<file path="config.mk">
export PLATFORM = sky130hd
export DESIGN_NAME = imem_port_arbiter_flat
export DESIGN_NICKNAME = d
export VERILOG_FILES = /design/src/rtl/imem_port_arbiter_pkg.sv /design/src/rtl/imem_port_arbiter_if.sv /design/src/rtl/imem_port_arbiter.sv /design/src/flat_wrapper.sv
export SDC_FILE = /design/constraint.sdc
export NUM_CORES = 1
export LEC_CHECK = 0
export CORE_AREA = 2 2 103 105
export CTS_CLUSTER_DIAMETER = 50
export DETAILED_ROUTE_END_ITERATION = 16
export DIE_AREA = 0 0 105 107
export PLACE_DENSITY = 0.86
export RECOVER_POWER = 50
export SLEW_MARGIN = 20
export SYNTH_ARGS = -nofsm -noshare
export SYNTH_HDL_FRONTEND = slang
export SYNTH_SLANG_ARGS = --single-unit
</file>
<file path="constraint.sdc">
create_clock -name clk -period 4.5 [get_ports clk]
set_clock_uncertainty 0.1 [all_clocks]
set_input_delay 0.9 -clock clk [delete_from_list [all_inputs] [get_ports clk]]
set_output_delay 0.9 -clock clk [all_outputs]
set_load 0.05 [all_outputs]
</file>
<file path="src/rtl/imem_port_arbiter_pkg.sv">
// Shared types and defaults for the instruction-memory port arbiter.
package imem_port_arbiter_pkg;

  localparam int unsigned XLEN_WIDTH          = 32;
  localparam int unsigned IMEM_LOAD_BURST_MAX = 4;

  typedef enum logic [1:0] {
    IDLE,
    F_WAIT,
    L_WAIT,
    F_DROP
  } imem_arb_state_t;

endpackage

</file>
<file path="src/rtl/imem_port_arbiter_if.sv">
// Fetch, loader and imem signals around the arbiter.
// master = the arbiter itself, slave = fetch stage, loader and memory.
interface imem_port_arbiter_if
  import imem_port_arbiter_pkg::*;
#(
  parameter int unsigned ADDR_W = 32,
  parameter int unsigned DATA_W = XLEN_WIDTH
) ();

  logic              f_req;
  logic [ADDR_W-1:0] f_addr;
  logic              f_kill;
  logic              f_resp;
  logic [DATA_W-1:0] f_data;

  logic              l_req;
  logic              l_we;
  logic [ADDR_W-1:0] l_addr;
  logic [DATA_W-1:0] l_wdata;
  logic              l_gnt;
  logic              l_resp;
  logic [DATA_W-1:0] l_rdata;

  logic              mem_req;
  logic              mem_we;
  logic [ADDR_W-1:0] mem_addr;
  logic [DATA_W-1:0] mem_wdata;
  logic              mem_resp;
  logic [DATA_W-1:0] mem_rdata;

  logic              busy;
  logic              err_stray;

  modport master (
    input  f_req, f_addr, f_kill,
    output f_resp, f_data,
    input  l_req, l_we, l_addr, l_wdata,
    output l_gnt, l_resp, l_rdata,
    output mem_req, mem_we, mem_addr, mem_wdata,
    input  mem_resp, mem_rdata,
    output busy, err_stray
  );

  modport slave (
    output f_req, f_addr, f_kill,
    input  f_resp, f_data,
    output l_req, l_we, l_addr, l_wdata,
    input  l_gnt, l_resp, l_rdata,
    input  mem_req, mem_we, mem_addr, mem_wdata,
    output mem_resp, mem_rdata,
    input  busy, err_stray
  );

endinterface

</file>
<file path="src/rtl/imem_port_arbiter.sv">
// Shares the single imem port between fetch and the loader/debug requester,
// one transaction in flight, with bounded loader bursts and flush-drop of fetches.
module imem_port_arbiter
  import imem_port_arbiter_pkg::*;
#(
  parameter int unsigned ADDR_W         = 32,
  parameter int unsigned DATA_W         = XLEN_WIDTH,
  parameter int unsigned LOAD_BURST_MAX = IMEM_LOAD_BURST_MAX
) (
  input  logic                 clk,
  input  logic                 reset_n,
  imem_port_arbiter_if.master  bus
);

  localparam int unsigned CNT_W = $clog2(LOAD_BURST_MAX + 1);

  imem_arb_state_t   r_state;
  logic [CNT_W-1:0]  r_burst_cnt;
  logic              r_err_stray;
  logic [DATA_W-1:0] r_f_data;
  logic [DATA_W-1:0] r_l_rdata;

  logic w_f_elig;
  logic w_burst_full;
  logic w_idle;
  logic w_f_win;
  logic w_l_win;
  logic w_f_done;
  logic w_l_done;

  // Issue/response strobes are gated by reset_n so every pulse output is
  // quiet while reset is held, whatever state the register still shows.
  always_comb begin
    w_f_elig     = bus.f_req && !bus.f_kill;
    w_burst_full = (r_burst_cnt == CNT_W'(LOAD_BURST_MAX));
    w_idle       = reset_n && (r_state == IDLE);
    w_f_win      = w_idle && w_f_elig && (!bus.l_req || w_burst_full);
    w_l_win      = w_idle && bus.l_req && !(w_f_elig && w_burst_full);
    w_f_done     = reset_n && (r_state == F_WAIT) && bus.mem_resp && !bus.f_kill;
    w_l_done     = reset_n && (r_state == L_WAIT) && bus.mem_resp;
  end

  always_comb begin
    bus.mem_req   = w_f_win || w_l_win;
    bus.mem_we    = w_l_win && bus.l_we;
    bus.mem_addr  = w_l_win ? bus.l_addr : (w_f_win ? bus.f_addr : '0);
    bus.mem_wdata = (w_l_win && bus.l_we) ? bus.l_wdata : '0;
    bus.l_gnt     = w_l_win;
    bus.f_resp    = w_f_done;
    bus.f_data    = w_f_done ? bus.mem_rdata : r_f_data;
    bus.l_resp    = w_l_done;
    bus.l_rdata   = w_l_done ? bus.mem_rdata : r_l_rdata;
    bus.busy      = (r_state != IDLE);
    bus.err_stray = r_err_stray;
  end

  always_ff @(posedge clk) begin
    if (!reset_n) begin
      r_state     <= IDLE;
      r_burst_cnt <= '0;
      r_err_stray <= 1'b0;
      r_f_data    <= '0;
      r_l_rdata   <= '0;
    end else begin
      unique case (r_state)
        IDLE: begin
          if (bus.mem_resp) r_err_stray <= 1'b1;
          if (w_f_win)      r_state <= F_WAIT;
          else if (w_l_win) r_state <= L_WAIT;
        end
        F_WAIT: begin
          if (bus.mem_resp) begin
            r_state <= IDLE;
            if (!bus.f_kill) r_f_data <= bus.mem_rdata;
          end else if (bus.f_kill) begin
            r_state <= F_DROP;
          end
        end
        F_DROP: begin
          if (bus.mem_resp) r_state <= IDLE;
        end
        L_WAIT: begin
          if (bus.mem_resp) begin
            r_state   <= IDLE;
            r_l_rdata <= bus.mem_rdata;
          end
        end
        default: r_state <= IDLE;
      endcase

      // Streak of loader wins over a waiting fetch; any gap in fetch demand resets it.
      if (!w_f_elig || w_f_win)
        r_burst_cnt <= '0;
      else if (w_l_win && !w_burst_full)
        r_burst_cnt <= r_burst_cnt + CNT_W'(1);
    end
  end

endmodule

</file>
<file path="src/flat_wrapper.sv">
// flat-port wrapper written by rule: the top's interface ports become plain ports
module imem_port_arbiter_flat import imem_port_arbiter_pkg::*;
#(
  parameter int unsigned ADDR_W         = 32,
  parameter int unsigned DATA_W         = XLEN_WIDTH,
  parameter int unsigned LOAD_BURST_MAX = IMEM_LOAD_BURST_MAX
)
  (clk, reset_n, bus_f_req, bus_f_addr, bus_f_kill, bus_f_resp, bus_f_data, bus_l_req, bus_l_we, bus_l_addr, bus_l_wdata, bus_l_gnt, bus_l_resp, bus_l_rdata, bus_mem_req, bus_mem_we, bus_mem_addr, bus_mem_wdata, bus_mem_resp, bus_mem_rdata, bus_busy, bus_err_stray);
  imem_port_arbiter_if #(.ADDR_W(ADDR_W), .DATA_W(DATA_W)) bus_i ();
  input  logic clk;
  input  logic reset_n;
  input wire logic [$bits(bus_i.f_req)-1:0] bus_f_req;
  input wire logic [$bits(bus_i.f_addr)-1:0] bus_f_addr;
  input wire logic [$bits(bus_i.f_kill)-1:0] bus_f_kill;
  output wire logic [$bits(bus_i.f_resp)-1:0] bus_f_resp;
  output wire logic [$bits(bus_i.f_data)-1:0] bus_f_data;
  input wire logic [$bits(bus_i.l_req)-1:0] bus_l_req;
  input wire logic [$bits(bus_i.l_we)-1:0] bus_l_we;
  input wire logic [$bits(bus_i.l_addr)-1:0] bus_l_addr;
  input wire logic [$bits(bus_i.l_wdata)-1:0] bus_l_wdata;
  output wire logic [$bits(bus_i.l_gnt)-1:0] bus_l_gnt;
  output wire logic [$bits(bus_i.l_resp)-1:0] bus_l_resp;
  output wire logic [$bits(bus_i.l_rdata)-1:0] bus_l_rdata;
  output wire logic [$bits(bus_i.mem_req)-1:0] bus_mem_req;
  output wire logic [$bits(bus_i.mem_we)-1:0] bus_mem_we;
  output wire logic [$bits(bus_i.mem_addr)-1:0] bus_mem_addr;
  output wire logic [$bits(bus_i.mem_wdata)-1:0] bus_mem_wdata;
  input wire logic [$bits(bus_i.mem_resp)-1:0] bus_mem_resp;
  input wire logic [$bits(bus_i.mem_rdata)-1:0] bus_mem_rdata;
  output wire logic [$bits(bus_i.busy)-1:0] bus_busy;
  output wire logic [$bits(bus_i.err_stray)-1:0] bus_err_stray;
  assign bus_i.f_req = bus_f_req;
  assign bus_i.f_addr = bus_f_addr;
  assign bus_i.f_kill = bus_f_kill;
  assign bus_f_resp = bus_i.f_resp;
  assign bus_f_data = bus_i.f_data;
  assign bus_i.l_req = bus_l_req;
  assign bus_i.l_we = bus_l_we;
  assign bus_i.l_addr = bus_l_addr;
  assign bus_i.l_wdata = bus_l_wdata;
  assign bus_l_gnt = bus_i.l_gnt;
  assign bus_l_resp = bus_i.l_resp;
  assign bus_l_rdata = bus_i.l_rdata;
  assign bus_mem_req = bus_i.mem_req;
  assign bus_mem_we = bus_i.mem_we;
  assign bus_mem_addr = bus_i.mem_addr;
  assign bus_mem_wdata = bus_i.mem_wdata;
  assign bus_i.mem_resp = bus_mem_resp;
  assign bus_i.mem_rdata = bus_mem_rdata;
  assign bus_busy = bus_i.busy;
  assign bus_err_stray = bus_i.err_stray;
  imem_port_arbiter #(.ADDR_W(ADDR_W), .DATA_W(DATA_W), .LOAD_BURST_MAX(LOAD_BURST_MAX)) u_core (.clk(clk), .reset_n(reset_n), .bus(bus_i));
endmodule
</file>
==> out/results.ini <==
[status]
outcome=finished, violations left
violations=max-capacitance violations, max-slew violations

[floorplanning]
ioPinCount=270
fp.dieH_um=107
die_area_mm2=0.0112
die_w_um=105
start_util_pct=37.5
fp-row-count=37
core_area_mm2=0.0101

[critical_path]
cp-endpoint=bus_mem_addr[9]
critical_path_class=in2out
reg2reg_setup_slack_ns=1.62
crit_start=reset_n
endpoint_kind=output pin
r2r-start=u_core.r_state[0]$_SDFFE_PN0P_
crit_path_start_kind=input port
critPathMaxFanout=34
reg2reg_to=u_core.r_f_data[3]$_SDFFE_PN0P_
cp.arrival_ns=3.17
required_ns=3.50
reg2reg_depth=4

[final_layout]
nets=793
antennaDiodeCount=0
fin_util_pct=66.6
final_common_cell=clkdlybuf4s50_1
instances_no_fill=797
area_growth_pct=77.3
nFillCells=803
drive_gt1_share_pct=24.5
layout_common_cells=131 x clkdlybuf4s50_1, 101 x buf_4, 70 x dfxtp_1, 65 x nand2_1

[clock_network]
numCtsBuffers=9
worstSkewPairLatency_ns=0.33
path_clk_slew_ns=0.07
cts-hold-fix-buffers=0
cts_resized=0
post-cts-setup-buffers=0
cts_buffer_depth=2
cts_num_sinks=70
root_buffer=clkbuf_8
tritoncts=built
htreeDepth=3

[drt]
wl_per_cell_um=19.4
totalWireLength_mm=15.5
first_pass_iters=4
drt_iter0_markers=184
drc_errors=0
detailroute.via_count=4109
ant_nets=0
via_per_inst=5.16

[logic_synthesis]
syn_nets=541
yosys-top-cells-area=dfxtp_1 37%, mux2_1 19%, a22o_1 15%, nand2_1 6.4%, and2_1 5.6%
synth_area_mm2=0.00379
synth_area_leader_cell=dfxtp_1
ys_seq_area_share_pct=37.0
yosysWarnings=0
ys_ff_latch=70
yosysUniqueCellTypes=34
yosysTopAreaCellShare_pct=37.0
syn_avg_cell_area_um2=9.38
syn_inst=404

[sta]
slew-limit-headroom_pct=-15.1
hold_violations=0
finalCritPeriodShare_pct=92.7
fmax_ghz=0.240
rsz0062_at_grt=false
tightest_slew_ns=1.72
holdWs_ns=0.352
fin_setup_tns_ns=0
min_period_ns=4.17
finalSetupViolCount=0
finalMaxSlewViolations=50

[power_and_ir_drop]
p_per_area_mw_per_mm2=250
leakage_nw=2.93
ir_drop_mv=0.205

[global_route]
gr-total-overflow=0
grt_max_degree=66
grt_pass1_wl_mm=23.1
grt_pass1_vias=4057
antenna_found_initial=0
grt_use_total_pct=26.7

[place]
gp_congestion=0.863
port_buffers=269
place_hpwl_mm=12.0
dp_cells=781

[flow_run]
cap_violations=2

[hold_path]
hold_class=reg2reg

## final cells by class
type / instances / area (um2) / area share [%]
timing repair buffer: 276 / 2750 / 40.9
multi-input combinational: 294 / 2180 / 32.4
inverter: 5 / 18.8 / 0.279
sequential: 70 / 1400 / 20.9
tap: 136 / 170 / 2.53
clock inverter: 5 / 57.6 / 0.857
clock buffer: 11 / 141 / 2.11
## logic make-up (layout without fill, tap and decap cells)
kind of cell               count (synthesis)  after routing  synth area share [%]
buffers and inverters                     40            297                  6.11
AOI/OAI and AO/OA                        107            107                  20.6
adders and majority gates                  2              2                 0.660
DFF                                       70             70                  37.0
muxes                                     64             64                  19.0
and+or+nand+nor                          121            121                  16.6
## synth_stat cells
cell       number
dfxtp_1        70
nand2_1        65
a22o_1         64
mux2_1         64
a21oi_1        38
and2_1         34
buf_2          17
clkbuf_1        9
buf_6           7
inv_2           3
nand3_1         3
and4_1          2
buf_4           2
ha_1            2
inv_1           2
nand4bb_1       2
nor2_1          2
o21ai_0         2
a21boi_1        1
a31oi_1         1
and3_1          1
and4b_1         1
and4bb_4        1
nand2b_1        1
nand3b_1        1
nand4b_1        1
nor2_2          1
nor3_1          1
nor3_2          1
nor4bb_1        1
o21bai_1        1
or2_1           1
or3_1           1
or4b_1          1
## state kept, by name, indices dropped and copies added, names as in the netlist
name,flops
u_core.r_state,2
u_core.r_burst_cnt,3
u_core.bus.err_stray,1
u_core.r_l_rdata,32
u_core.r_f_data,32
## metrics by stage
stage	worst slack [ns]	power, mW	area (um2)
floorplan	1.35	0.909	3790
global placement	0.773	1.18	6640
detailed placement	0.607	1.19	6640
CTS	0.598	1.70	6830
global route	0.242	1.74	6720
finish	0.328	1.68	6720
## metal layers
layer  track usage (%)  wire length, um  vias to the layer above
met5                 0                0                        -
met3              8.81             1330                       26
met4              9.24              515                        0
met1              32.0             6410                     1951
li1                  -                -                     1953
met2              44.9             7240                      179
## report_power, final
part | internal [mW] | switching, mW | leakage [nW]
Sequential | 0.634 | 0.00967 | 0.566
Combinational | 0.236 | 0.286 | 2.26
Clock | 0.273 | 0.241 | 0.104
Total | 1.14 | 0.536 | 2.93
## worst min-delay path by stage
stage	slack, ns	cells past startpoint	endpoint	startpoint
2_1_floorplan	0.33	2	u_core.r_f_data[0]$_SDFFE_PN0P_	u_core.r_f_data[0]$_SDFFE_PN0P_
3_3_place_gp	0.34	2	u_core.r_f_data[6]$_SDFFE_PN0P_	u_core.r_f_data[6]$_SDFFE_PN0P_
3_5_place_dp	0.34	2	u_core.r_f_data[3]$_SDFFE_PN0P_	u_core.r_f_data[3]$_SDFFE_PN0P_
4_1_cts	0.35	2	u_core.r_f_data[3]$_SDFFE_PN0P_	u_core.r_f_data[3]$_SDFFE_PN0P_
5_1_grt	0.38	2	u_core.r_f_data[21]$_SDFFE_PN0P_	u_core.r_f_data[21]$_SDFFE_PN0P_
6_report	0.35	2	u_core.r_f_data[16]$_SDFFE_PN0P_	u_core.r_f_data[16]$_SDFFE_PN0P_
## worst max-delay path, cell delays in order
cell	delay [ns]
dlygate4sd3_1	0.64
and4bb_4	0.30
and2_1	0.12
clkbuf_2	0.57
a22o_1	0.27
clkbuf_2	0.36
Power figures use the tool's default switching activity.
